## src/rtl/nn_avl_read_arbiter_if.sv

```systemverilog
// nn_avl_read_arbiter_if: requester, controller and status signals of the
// two-port Avalon read arbiter. The slave modport is the arbiter's view and
// the master modport is the view of whatever drives the requesters/controller.
interface nn_avl_read_arbiter_if #(
    parameter int ADDR_W = 25,
    parameter int DATA_W = 64,
    parameter int SIZE_W = 3
);
    // Requester 0 (cache fill)
    logic              req0_read;
    logic [ADDR_W-1:0] req0_addr;
    logic [SIZE_W-1:0] req0_size;
    logic              req0_ack;
    logic [DATA_W-1:0] req0_rdata;
    logic              req0_rdata_valid;
    // Requester 1 (display fetch)
    logic              req1_read;
    logic [ADDR_W-1:0] req1_addr;
    logic [SIZE_W-1:0] req1_size;
    logic              req1_ack;
    logic [DATA_W-1:0] req1_rdata;
    logic              req1_rdata_valid;
    // Controller command and return path
    logic              avl_ready;
    logic              avl_read_req;
    logic [ADDR_W-1:0] avl_addr;
    logic [SIZE_W-1:0] avl_size;
    logic [DATA_W-1:0] avl_rdata;
    logic              avl_rdata_valid;
    // Status and debug (dbg_state: 0 = IDLE, 1 = ISSUE)
    logic              err_orphan;
    logic              dbg_state;

    modport slave (
        input  req0_read, req0_addr, req0_size,
        input  req1_read, req1_addr, req1_size,
        input  avl_ready, avl_rdata, avl_rdata_valid,
        output req0_ack, req0_rdata, req0_rdata_valid,
        output req1_ack, req1_rdata, req1_rdata_valid,
        output avl_read_req, avl_addr, avl_size,
        output err_orphan, dbg_state
    );

    modport master (
        output req0_read, req0_addr, req0_size,
        output req1_read, req1_addr, req1_size,
        output avl_ready, avl_rdata, avl_rdata_valid,
        input  req0_ack, req0_rdata, req0_rdata_valid,
        input  req1_ack, req1_rdata, req1_rdata_valid,
        input  avl_read_req, avl_addr, avl_size,
        input  err_orphan, dbg_state
    );
endinterface

```

## src/rtl/nn_avl_read_arbiter.sv

```systemverilog
// nn_avl_read_arbiter: round-robin read arbiter for two requesters in front
// of the DDR2 controller's Avalon read port. Accepted bursts are tracked in an
// in-order tag FIFO so returned beats are steered to the issuing requester.
// Optional macro NN_ARB_PERF_EN adds saturating perf counters
// (perf_grant0, perf_grant1, perf_stall).
//
// Handshakes: a command transfers on a clock edge where avl_read_req and
// avl_ready are both high; until then avl_addr/avl_size are held stable.
// A requester holds reqN_read/addr/size until reqN_ack (a one-cycle pulse
// the cycle after transfer). Return beats carry no back-pressure: every
// avl_rdata_valid beat is consumed on the edge it is presented.
module nn_avl_read_arbiter #(
    parameter int ADDR_W  = 25,
    parameter int DATA_W  = 64,
    parameter int SIZE_W  = 3,
    parameter int MAX_OUT = 4
) (
    input  logic clk,
    input  logic reset,
`ifdef NN_ARB_PERF_EN
    output logic [15:0] perf_grant0,
    output logic [15:0] perf_grant1,
    output logic [15:0] perf_stall,
`endif
    nn_avl_read_arbiter_if.slave bus
);
    localparam int PTR_W = $clog2(MAX_OUT);
    localparam int CNT_W = PTR_W + 1;
    localparam logic [CNT_W-1:0] MAX_CNT = CNT_W'(MAX_OUT);

    typedef enum logic {IDLE = 1'b0, ISSUE = 1'b1} state_t;

    state_t            state_q, state_d;
    logic              gnt_id_q, gnt_id_d;
    logic [ADDR_W-1:0] addr_q, addr_d;
    logic [SIZE_W-1:0] size_q, size_d;
    logic              last_grant_q, last_grant_d;
    logic              pick;
    logic [SIZE_W-1:0] sel_size;

    logic              ack0_q, ack1_q;
    logic              fifo_id_q   [MAX_OUT];
    logic [SIZE_W-1:0] fifo_size_q [MAX_OUT];
    logic [PTR_W-1:0]  wr_ptr_q, rd_ptr_q;
    logic [CNT_W-1:0]  count_q;
    logic [SIZE_W-1:0] beat_q;
    logic [DATA_W-1:0] rdata0_q, rdata1_q;
    logic              rv0_q, rv1_q;
    logic              err_q;

    logic              push, pop, beat_ok, head_id;
    logic [SIZE_W-1:0] head_size, beat_inc;

    assign push      = (state_q == ISSUE) && bus.avl_ready;
    assign head_id   = fifo_id_q[rd_ptr_q];
    assign head_size = fifo_size_q[rd_ptr_q];
    assign beat_ok   = bus.avl_rdata_valid && (count_q != '0);
    assign beat_inc  = beat_q + SIZE_W'(1);
    assign pop       = beat_ok && (beat_inc == head_size);

    // Next-state logic: round-robin grant in IDLE (registered count, so a pop
    // on the same edge does not unblock a full FIFO), hold command in ISSUE.
    always_comb begin
        state_d      = state_q;
        gnt_id_d     = gnt_id_q;
        addr_d       = addr_q;
        size_d       = size_q;
        last_grant_d = last_grant_q;
        pick         = 1'b0;
        sel_size     = '0;
        case (state_q)
            IDLE: begin
                if ((count_q < MAX_CNT) && (bus.req0_read || bus.req1_read)) begin
                    if (bus.req0_read && bus.req1_read) pick = ~last_grant_q;
                    else                                pick = bus.req1_read;
                    sel_size = pick ? bus.req1_size : bus.req0_size;
                    gnt_id_d = pick;
                    addr_d   = pick ? bus.req1_addr : bus.req0_addr;
                    size_d   = (sel_size == '0) ? SIZE_W'(1) : sel_size;
                    state_d  = ISSUE;
                end
            end
            ISSUE: begin
                if (bus.avl_ready) begin
                    last_grant_d = gnt_id_q;
                    state_d      = IDLE;
                end
            end
            default: state_d = IDLE;
        endcase
    end

    // FSM state, latched command and round-robin pointer.
    always_ff @(posedge clk) begin
        if (reset) begin
            state_q      <= IDLE;
            gnt_id_q     <= 1'b0;
            addr_q       <= '0;
            size_q       <= '0;
            last_grant_q <= 1'b1;
            ack0_q       <= 1'b0;
            ack1_q       <= 1'b0;
        end else begin
            state_q      <= state_d;
            gnt_id_q     <= gnt_id_d;
            addr_q       <= addr_d;
            size_q       <= size_d;
            last_grant_q <= last_grant_d;
            ack0_q       <= push && !gnt_id_q;
            ack1_q       <= push && gnt_id_q;
        end
    end

    // Tag FIFO: push {id, size} on command accept, pop on the last beat.
    always_ff @(posedge clk) begin
        if (reset) begin
            for (int i = 0; i < MAX_OUT; i++) begin
                fifo_id_q[i]   <= 1'b0;
                fifo_size_q[i] <= '0;
            end
            wr_ptr_q <= '0;
            rd_ptr_q <= '0;
            count_q  <= '0;
        end else begin
            if (push) begin
                fifo_id_q[wr_ptr_q]   <= gnt_id_q;
                fifo_size_q[wr_ptr_q] <= size_q;
                wr_ptr_q              <= wr_ptr_q + PTR_W'(1);
            end
            if (pop) rd_ptr_q <= rd_ptr_q + PTR_W'(1);
            case ({push, pop})
                2'b10:   count_q <= count_q + CNT_W'(1);
                2'b01:   count_q <= count_q - CNT_W'(1);
                default: count_q <= count_q;
            endcase
        end
    end

    // Return path: count beats of the head burst, steer data, flag orphans.
    always_ff @(posedge clk) begin
        if (reset) begin
            beat_q   <= '0;
            rdata0_q <= '0;
            rdata1_q <= '0;
            rv0_q    <= 1'b0;
            rv1_q    <= 1'b0;
            err_q    <= 1'b0;
        end else begin
            if (beat_ok) beat_q <= pop ? '0 : beat_inc;
            rv0_q <= beat_ok && !head_id;
            rv1_q <= beat_ok && head_id;
            if (beat_ok && !head_id) rdata0_q <= bus.avl_rdata;
            if (beat_ok && head_id)  rdata1_q <= bus.avl_rdata;
            if (bus.avl_rdata_valid && (count_q == '0)) err_q <= 1'b1;
        end
    end

`ifdef NN_ARB_PERF_EN
    logic [15:0] perf_grant0_q, perf_grant1_q, perf_stall_q;

    // Saturating counts of accepted commands per requester and stall cycles.
    always_ff @(posedge clk) begin
        if (reset) begin
            perf_grant0_q <= '0;
            perf_grant1_q <= '0;
            perf_stall_q  <= '0;
        end else begin
            if (push && !gnt_id_q && (perf_grant0_q != 16'hFFFF))
                perf_grant0_q <= perf_grant0_q + 16'd1;
            if (push && gnt_id_q && (perf_grant1_q != 16'hFFFF))
                perf_grant1_q <= perf_grant1_q + 16'd1;
            if ((state_q == ISSUE) && !bus.avl_ready && (perf_stall_q != 16'hFFFF))
                perf_stall_q <= perf_stall_q + 16'd1;
        end
    end

    assign perf_grant0 = perf_grant0_q;
    assign perf_grant1 = perf_grant1_q;
    assign perf_stall  = perf_stall_q;
`endif

    assign bus.avl_read_req     = (state_q == ISSUE);
    assign bus.avl_addr         = addr_q;
    assign bus.avl_size         = size_q;
    assign bus.req0_ack         = ack0_q;
    assign bus.req1_ack         = ack1_q;
    assign bus.req0_rdata       = rdata0_q;
    assign bus.req1_rdata       = rdata1_q;
    assign bus.req0_rdata_valid = rv0_q;
    assign bus.req1_rdata_valid = rv1_q;
    assign bus.err_orphan       = err_q;
    assign bus.dbg_state        = (state_q == ISSUE);
endmodule

```

## src/flat_wrapper.sv

```systemverilog
// flat-port wrapper written by rule: the top's interface ports become plain ports
module nn_avl_read_arbiter_flat 
#(
    parameter int ADDR_W  = 25,
    parameter int DATA_W  = 64,
    parameter int SIZE_W  = 3,
    parameter int MAX_OUT = 4
)
  (clk, reset, bus_req0_read, bus_req0_addr, bus_req0_size, bus_req1_read, bus_req1_addr, bus_req1_size, bus_avl_ready, bus_avl_rdata, bus_avl_rdata_valid, bus_req0_ack, bus_req0_rdata, bus_req0_rdata_valid, bus_req1_ack, bus_req1_rdata, bus_req1_rdata_valid, bus_avl_read_req, bus_avl_addr, bus_avl_size, bus_err_orphan, bus_dbg_state);
  nn_avl_read_arbiter_if #(.ADDR_W(ADDR_W), .DATA_W(DATA_W), .SIZE_W(SIZE_W)) bus_i ();
  input  logic clk;
  input  logic reset;
  input wire logic [$bits(bus_i.req0_read)-1:0] bus_req0_read;
  input wire logic [$bits(bus_i.req0_addr)-1:0] bus_req0_addr;
  input wire logic [$bits(bus_i.req0_size)-1:0] bus_req0_size;
  input wire logic [$bits(bus_i.req1_read)-1:0] bus_req1_read;
  input wire logic [$bits(bus_i.req1_addr)-1:0] bus_req1_addr;
  input wire logic [$bits(bus_i.req1_size)-1:0] bus_req1_size;
  input wire logic [$bits(bus_i.avl_ready)-1:0] bus_avl_ready;
  input wire logic [$bits(bus_i.avl_rdata)-1:0] bus_avl_rdata;
  input wire logic [$bits(bus_i.avl_rdata_valid)-1:0] bus_avl_rdata_valid;
  output wire logic [$bits(bus_i.req0_ack)-1:0] bus_req0_ack;
  output wire logic [$bits(bus_i.req0_rdata)-1:0] bus_req0_rdata;
  output wire logic [$bits(bus_i.req0_rdata_valid)-1:0] bus_req0_rdata_valid;
  output wire logic [$bits(bus_i.req1_ack)-1:0] bus_req1_ack;
  output wire logic [$bits(bus_i.req1_rdata)-1:0] bus_req1_rdata;
  output wire logic [$bits(bus_i.req1_rdata_valid)-1:0] bus_req1_rdata_valid;
  output wire logic [$bits(bus_i.avl_read_req)-1:0] bus_avl_read_req;
  output wire logic [$bits(bus_i.avl_addr)-1:0] bus_avl_addr;
  output wire logic [$bits(bus_i.avl_size)-1:0] bus_avl_size;
  output wire logic [$bits(bus_i.err_orphan)-1:0] bus_err_orphan;
  output wire logic [$bits(bus_i.dbg_state)-1:0] bus_dbg_state;
  assign bus_i.req0_read = bus_req0_read;
  assign bus_i.req0_addr = bus_req0_addr;
  assign bus_i.req0_size = bus_req0_size;
  assign bus_i.req1_read = bus_req1_read;
  assign bus_i.req1_addr = bus_req1_addr;
  assign bus_i.req1_size = bus_req1_size;
  assign bus_i.avl_ready = bus_avl_ready;
  assign bus_i.avl_rdata = bus_avl_rdata;
  assign bus_i.avl_rdata_valid = bus_avl_rdata_valid;
  assign bus_req0_ack = bus_i.req0_ack;
  assign bus_req0_rdata = bus_i.req0_rdata;
  assign bus_req0_rdata_valid = bus_i.req0_rdata_valid;
  assign bus_req1_ack = bus_i.req1_ack;
  assign bus_req1_rdata = bus_i.req1_rdata;
  assign bus_req1_rdata_valid = bus_i.req1_rdata_valid;
  assign bus_avl_read_req = bus_i.avl_read_req;
  assign bus_avl_addr = bus_i.avl_addr;
  assign bus_avl_size = bus_i.avl_size;
  assign bus_err_orphan = bus_i.err_orphan;
  assign bus_dbg_state = bus_i.dbg_state;
  nn_avl_read_arbiter #(.ADDR_W(ADDR_W), .DATA_W(DATA_W), .SIZE_W(SIZE_W), .MAX_OUT(MAX_OUT)) u_core (.clk(clk), .reset(reset), .bus(bus_i));
endmodule
```

## config.mk

```make
export PLATFORM = sky130hd
export DESIGN_NAME = nn_avl_read_arbiter_flat
export DESIGN_NICKNAME = d
export VERILOG_FILES = /design/src/rtl/nn_avl_read_arbiter_if.sv /design/src/rtl/nn_avl_read_arbiter.sv /design/src/flat_wrapper.sv
export SDC_FILE = /design/constraint.sdc
export NUM_CORES = 1
export LEC_CHECK = 0
export ABC_CLOCK_PERIOD_IN_PS = 3550
export BUFFER_PORTS_ARGS = -buffer_cell sky130_fd_sc_hd__buf_4
export CORE_MARGIN = 5
export CORE_UTILIZATION = 50
export CTS_BUF_LIST = sky130_fd_sc_hd__clkbuf_4 sky130_fd_sc_hd__clkbuf_8
export DETAILED_ROUTE_END_ITERATION = 8
export GPL_ROUTABILITY_DRIVEN = 0
export HOLD_SLACK_MARGIN = 0.02
export MAX_ROUTING_LAYER = met4
export PLACE_DENSITY = 0.82
export SYNTH_ARGS = -nofsm -noshare
export SYNTH_HDL_FRONTEND = slang
export SYNTH_SLANG_ARGS = --single-unit
```

## constraint.sdc

```tcl
create_clock -name clk -period 3.55 [get_ports clk]
set_input_delay 0.8875 -clock clk [delete_from_list [all_inputs] [get_ports clk]]
set_output_delay 0.8875 -clock clk [all_outputs]
set_load 0.02 [all_outputs]
```

==> metrics.md, run 1 <==
| Metric | Value |
|---|---|
| Status | `completed` |
| Router iterations before antenna repair | `5` |
| Post-synth EDFFs | `16` |
| Total grt overflow | `0` |
| Hold Path Class | `flop to flop` |
| GRT Total Usage | `0.2516` |
| Syn Area/Cell | `8.611 um2` |
| Final HPWL DP | `about 15 mm` |
| Chip width | `129.1 um` |
| Largest net degree at the start of global routing | `139` |
| Most frequent CP cell | `inv_1` |
| Slew HR | `0.5280` |
| Die height | `between 100 and 150 um` |
| Core area | `roughly 0.014 mm2` |
| Setup-failing EPs final | `0` |
| Drt via density | `5.167` |
| IO Count | `about 290` |
| CP Max Fanout | `6` |
| Design Area, Final | `approximately 0.0098 mm2` |
| Via count | `6583` |
| First-pass GRT wire length | `32.00 mm` |
| Slew Viols, Final | `0` |
| RSZ-0062 raised after global routing | `false` |
| Layout area overhead | `38.42%` |
| Worst path slowest cell | `mux4_1` |
| IO Port Bufs | `between 200 and 300` |
| Post-synthesis instance total | `823` |
| Iter 0 DRT Violations | `383` |
| Cts hold-fix bufs | `0` |
| Async SR Flop Fraction | `0` |
| Final hold slack | `0.4568 ns` |
| Final Skew | `0.007821 ns` |
| CP Launch Type | `flop` |
| Critical path cell sequence | `mux4_1, xnor2_1, or4_4, inv_1, ha_1, inv_1, fa_1, xor2_1, or3_1, a21oi_1` |
| Main synth FF type | `dfxtp_1` |
| Sequential share of the synthesized area | `0.5650` |
| DRC Markers | `0` |
| Tot Pwr | `roughly 4.5 mW` |
| Clk sinks | `192` |
| Antenna Cells | `0` |
| Worst IR Drop VDD | `303.5 uV` |
| Synth cell types | `36` |
| Share of layout cells above drive strength 1 | `0.3090` |
| ANT nets after route | `0` |
| Final min period | `3.145 ns` |
| Pleak | `4.108 nW` |
| YS warnings | `0` |
| Filler Cells Inserted | `between 1000 and 1500` |
| Largest cells by area after synthesis | `dfxtp_1 (50%), nand2_1 (14%), a21oi_1 (9.7%), edfxtp_1 (6.8%), mux2i_1 (3.8%)` |
| Crit path arrival time | `3.54 ns` |
| Cell Area, Placed | `0.009380 mm2` |
| Initial antenna violation count | `0` |
| Htree depth | `4` |
| Final #Nets | `1210` |
| Post-CTS setup buffers | `0` |
| Final cycle utilization of the critical path | `0.8858` |
| Vias in the first global route | `6503` |
| Std cell rows | `43` |
| CTS tree | `yes` |
| Seq. cell area | `between 0.004 and 0.005 mm2` |
| Sum Neg Setup Slack | `0 ns` |
| Yosys top cell by area | `dfxtp_1` |
| Mapped Area | `0.007087 mm2` |
| Critical path's largest stage delay | `0.60 ns` |
| FF+latch count, synth | `between 150 and 200` |
| WS Path Type | `flop to flop` |
| CP required | `roughly 4 ns` |
| Final Core Density | `0.7067` |
| PwrDens | `456.9 mW/mm2` |
| Initial Utilization | `0.5105` |
| Final Hold Fails | `0` |
| Highest clock rate | `318.0 MHz` |
| CTS resizes | `0` |
| Area of the multi-input gates | `0.002854 mm2` |
| DIE AREA | `0.01665 mm2` |
| Wire per inst | `~16 um` |
| Worst skew pair latency | `0.47 ns` |
| Worst setup EP type | `flop` |
| Clk slew on worst S/H paths | `0.09 ns` |
| CTS Buf Count | `17` |
| Synth top area share | `0.4972` |
| FF-to-FF setup slack | `0.41 ns` |
| Maxcap violations | `0` |
| Worst-margin pin slew | `0.7080 ns` |
| Wirelength, routed | `20.43 mm` |
| Synthesized net count | `952` |
| Root buf cell | `clkbuf_8` |
| Max Buffers Root-to-Sink | `2` |
worst max-delay path: cells and delay by family (launching register included):
kind / cells / cell delay, ns
xor+xnor: 2 / 0.30
compound gates: 1 / 0.14
simple gates: 2 / 0.86
mux: 1 / 0.60
fa+ha+maj: 2 / 0.55
buf+inv: 2 / 0.17
flops: 1 / 0.45
logic make-up (layout without fill, tap and decap cells):
logic type,Yosys count,count (layout),synth area share
buffers and inverters,67,338,0.03602
adders and majority gates,3,3,0.006355
and+or+nand+nor,345,345,0.1921
muxes,31,31,0.05244
AOI/OAI and AO/OA,176,176,0.1370
xor gates and xnor gates,9,9,0.01112
DFF,192,192,0.5650
report_power, final:
part / total (mW) / switching [mW] / internal, mW
Combinational: 0.636 / 0.355 / 0.281
Clock: 1.52 / 0.802 / 0.720
Sequential: 2.32 / 0.0519 / 2.27
Total: 4.48 / 1.21 / 3.27
through the flow:
stage                     instances  setup WS (ns)
after floorplan                 823         0.5649
after global placement         1242         0.3944
after detailed placement       1242         0.3421
after CTS                      1274         0.3673
after global routing           1274         0.2450
final                          1274         0.4055
state kept, by name, indices dropped and copies added, names as in the netlist, named ones only:
signal,count
u_core.bus.req0_rdata,64
u_core.fifo_id_q,4
u_core.bus.avl_addr,25
u_core.bus.req0_ack,1
u_core.bus.avl_read_req,1
u_core.bus.req1_rdata,64
u_core.wr_ptr_q,2
u_core.bus.avl_size,3
u_core.bus.err_orphan,1
u_core.count_q,3
u_core.gnt_id_q,1
u_core.last_grant_q,1
u_core.beat_q,3
u_core.fifo_size_q,12
u_core.bus.req0_rdata_valid,1
u_core.bus.req1_ack,1
u_core.rd_ptr_q,2
u_core.bus.req1_rdata_valid,1
per-layer routing:
metal / track usage / share of wire
met3: 0.07873 / 0.090
met1: 0.2800 / 0.37
met4: 0.1204 / 0.045
met2: 0.4113 / 0.49
met5: - / 0
area by class of cell:
class | instances | share of cell area
Sequential cell | 192 | 0.4082
Multi-Input combinational cell | 564 | 0.2909
Timing Repair Buffer | 296 | 0.2304
Clock buffer | 17 | 0.02385
Tap cell | 180 | 0.02296
Clock inverter | 15 | 0.01990
Inverter | 10 | 0.003827
cells in the final DEF, fill, tap and decap left out, types with 4 or more instances in the layout:
cell      Yosys  final
inv_6         0      6
nor2_1       53     52
and2_1        6      5
inv_1        10     10
nand2_1     268    267
o21ai_0       4      4
a21oi_1     138    138
mux2i_1      27     27
dfxtp_1     176    176
buf_4         1    293
clkbuf_8      0     17
xor2_1        5      5
edfxtp_1     16     16
a211oi_1     27     27
xnor2_1       4      4
cell usage after synthesis (3+ instances only):
| cell type | number |
|---|---|
| mux2i_1 | 27 |
| mux4_1 | 3 |
| dfxtp_1 | 176 |
| a211oi_1 | 27 |
| nand2b_1 | 4 |
| xnor2_1 | 4 |
| nor2_1 | 53 |
| edfxtp_1 | 16 |
| nand2_1 | 268 |
| buf_1 | 9 |
| a21oi_1 | 138 |
| and2_1 | 6 |
| xor2_1 | 5 |
| clkbuf_1 | 47 |
| o21ai_0 | 4 |
| inv_1 | 10 |
worst paths after layout:
| path | startpoint | to | cells after the start |
|---|---|---|---|
| min | u_core.bus.req1_rdata[61] | u_core.bus.req1_rdata[61] | 2 |
| max | flop | u_core.count_q[2] | 10 |
| max reg2reg | flop | u_core.count_q[2] | 10 |
| min reg2reg | u_core.bus.req1_rdata[61] | u_core.bus.req1_rdata[61] | 2 |
(Power assumes the default switching activity.)
==> run 2, diff against run 1 <==
CORE_ASPECT_RATIO = 0.5   (was not set)
==> metrics.md, run 2 (synthesis results as in run 1) <==
| Metric | Value |
|---|---|
| Slew Viols, Final | `0 (unchanged)` |
| CP Max Fanout | `6 (unchanged)` |
| Final Skew | `0.02299 ns (+0.01517 ns)` |
| Maxcap violations | `0 (unchanged)` |
| Most frequent cells in the layout | `buf_4 (293), nand2_1 (267), dfxtp_1 (176), a21oi_1 (138), nor2_1 (52)` |
| Router iterations before antenna repair | `5 (unchanged)` |
| First-pass GRT wire length | `30.31 mm (-5.3%)` |
| R2r worst-path depth | `10 (unchanged)` |
| Final HPWL DP | `13.95 mm (-7.1%)` |
| Pleak | `4.072 nW (-0.89%)` |
| Setup-failing EPs final | `0 (unchanged)` |
| Post-CTS setup buffers | `0 (unchanged)` |
| Cts hold-fix bufs | `0 (unchanged)` |
| Hold Path Class | `flop to flop` |
| Largest net degree at the start of global routing | `161 (+16%)` |
| ANT nets after route | `0 (unchanged)` |
| CP Launch Type | `flop` |
| Worst path slowest cell | `mux4_1` |
| Antenna Cells | `0 (unchanged)` |
| Chip width | `178.4 um (+38%)` |
| Slew HR | `0.5169 (-0.01113)` |
| R2r endpoint | `u_core.count_q[2]` |
| Clk sinks | `192 (unchanged)` |
| Commonest non-fill, non-tap cell in the layout | `buf_4` |
| Met1 wire length | `7.373 mm (-3.5%)` |
| Critical path cell sequence | `mux4_1, xnor2_1, or4_4, inv_1, ha_1, inv_1, fa_1, xor2_1, or3_1, a21oi_1` |
| Worst-margin pin slew | `0.7247 ns (+0.01669 ns)` |
| Final cycle utilization of the critical path | `0.8852 (about the same)` |
| Iter 0 DRT Violations | `400 (+4.4%)` |
| Final hold slack | `0.4581 ns (+0.001267 ns)` |
| Final Hold Fails | `0 (unchanged)` |
| IO Count | `289 (unchanged)` |
| Wire per inst | `15.15 um (-5.5%)` |
| Crit path arrival time | `3.52 ns (-0.02 ns)` |
| Core area | `0.01370 mm2 (-1.3%)` |
| Worst skew pair latency | `0.44 ns (-0.03 ns)` |
| Initial antenna violation count | `0 (unchanged)` |
| PwrDens | `441.1 mW/mm2 (-3.4%)` |
| CTS Buf Count | `17 (unchanged)` |
| Max Buffers Root-to-Sink | `2 (unchanged)` |
| RSZ-0062 raised after global routing | `false` |
| Top Family by Delay on Critical Path | `simple AND/OR/NAND/NOR gates` |
| Drt via density | `5.052 (-2.2%)` |
| Root buf cell | `clkbuf_8` |
| WS Path Type | `flop to flop` |
| Worst IR Drop VDD | `216.9 uV (-29%)` |
| DRC Markers | `0 (unchanged)` |
| Sum Neg Setup Slack | `0 ns (unchanged)` |
| CP required | `3.93 ns (-0.02 ns)` |
| Final min period | `3.143 ns (-0.002012 ns)` |
| CTS tree | `yes` |
| Vias in the first global route | `6244 (-4.0%)` |
| GRT Total Usage | `0.2288 (-0.02282)` |
| Metal3 WL | `1.125 mm (-39%)` |
| CP Buf/Inv Count | `2 (unchanged)` |
| Max layer used | `met4` |
| Hold depth | `2 (unchanged)` |
| Clk slew on worst S/H paths | `0.11 ns (+0.02 ns)` |
| Htree depth | `4 (unchanged)` |
| Via count | `6492 (-1.4%)` |
| Wirelength, routed | `19.46 mm (-4.7%)` |
| Total grt overflow | `0 (unchanged)` |
| Initial Utilization | `0.5173 (+0.006714)` |
| Hold Crit Endpoint | `u_core.bus.req0_rdata[50]` |
| DIE AREA | `0.01680 mm2 (+0.87%)` |
| Layout area overhead | `37.48%` |
| Worst setup EP type | `flop` |
| FF-to-FF setup slack | `0.41 ns (about the same)` |
| Share of layout cells above drive strength 1 | `0.3074 (-0.001547)` |
| Std cell rows | `30 (-30%)` |
| Hold Startpoint | `u_core.bus.req0_rdata[50]` |
| IO Port Bufs | `288 (unchanged)` |
| Die height | `94.19 um (-27%)` |
| Critical path's largest stage delay | `0.59 ns (about the same)` |
| CTS resizes | `0 (unchanged)` |
| Filler Cells Inserted | `1110 (-0.63%)` |
| Final #Nets | `1209 (-0.083%)` |
| Met2 routed WL | `10.34 mm (+3.0%)` |
| Most frequent CP cell | `inv_1` |
| Highest clock rate | `318.2 MHz (about the same)` |
| Status | `completed` |
-- run 2: cell count changes in the layout (fill, tap and decap cells not counted) --
cell	delta
o21a_1	+1
bufinv_16	-3
inv_6	-3
o21a_2	-1
clkinv_2	+1
clkinv_4	+1
buf_12	-1
clkbuf_8	+1
inv_4	+1
inv_8	+2
-- run 2: tightest hold or removal path: stages (launching register included) --
cell and delay [ns]:
dfxtp_1 0.32, nand2_1 0.05, a21oi_1 0.05
-- run 2: layout make-up --
cell class | count | area (um2) | share of cell area
flip-flops and latches | 192 | 4004 | 0.4109
clock buffers | 18 | 247.7 | 0.02543
inverters | 10 | 37.54 | 0.003853
clock inverters | 14 | 121.4 | 0.01246
repair buffers | 295 | 2240 | 0.2299
well taps | 192 | 240.2 | 0.02466
multi-input cells | 564 | 2853 | 0.2928
-- run 2: power breakdown --
group	leakage (nW)	internal, mW	switching, mW	total, mW
sequential	1.59	2.27	0.0511	2.32
clock	0.192	0.532	0.817	1.35
combinational	2.29	0.278	0.348	0.626
total	4.07	3.08	1.22	4.30
-- run 2: per-layer routing --
layer  vias up  track usage
met5         -            -
met4         0      0.08998
met3        43      0.04503
met2       214       0.4124
met1      3007       0.2517
li1       3228            -
-- run 2: how the worst max path moves through the flow --
stage	to	cells past startpoint	from	slack (ns)
after floorplan	u_core.count_q[2]	9	bus_avl_rdata_valid	0.56
after global placement	u_core.count_q[2]	10	bus_avl_rdata_valid	0.37
after detailed placement	u_core.count_q[2]	10	bus_avl_rdata_valid	0.30
after CTS	u_core.count_q[2]	10	flop	0.37
after global routing	u_core.count_q[2]	10	flop	0.21
final	u_core.count_q[2]	10	flop	0.41
-- run 2: per-stage QoR --
stage / area [um2] / instances / util / power (mW) / setup WS (ns)
detailed placement: 9374 / 1253 / 0.6842 / 3.006 / 0.3031
CTS: 9743 / 1285 / 0.7111 / 4.330 / 0.3749
global route: 9743 / 1285 / 0.7111 / 4.497 / 0.2110
global placement: 9374 / 1253 / 0.6842 / 2.990 / 0.3700
floorplan: 7087 / 823 / - / 2.694 / 0.5649
finish: 9743 / 1285 / 0.7111 / 4.298 / 0.4075
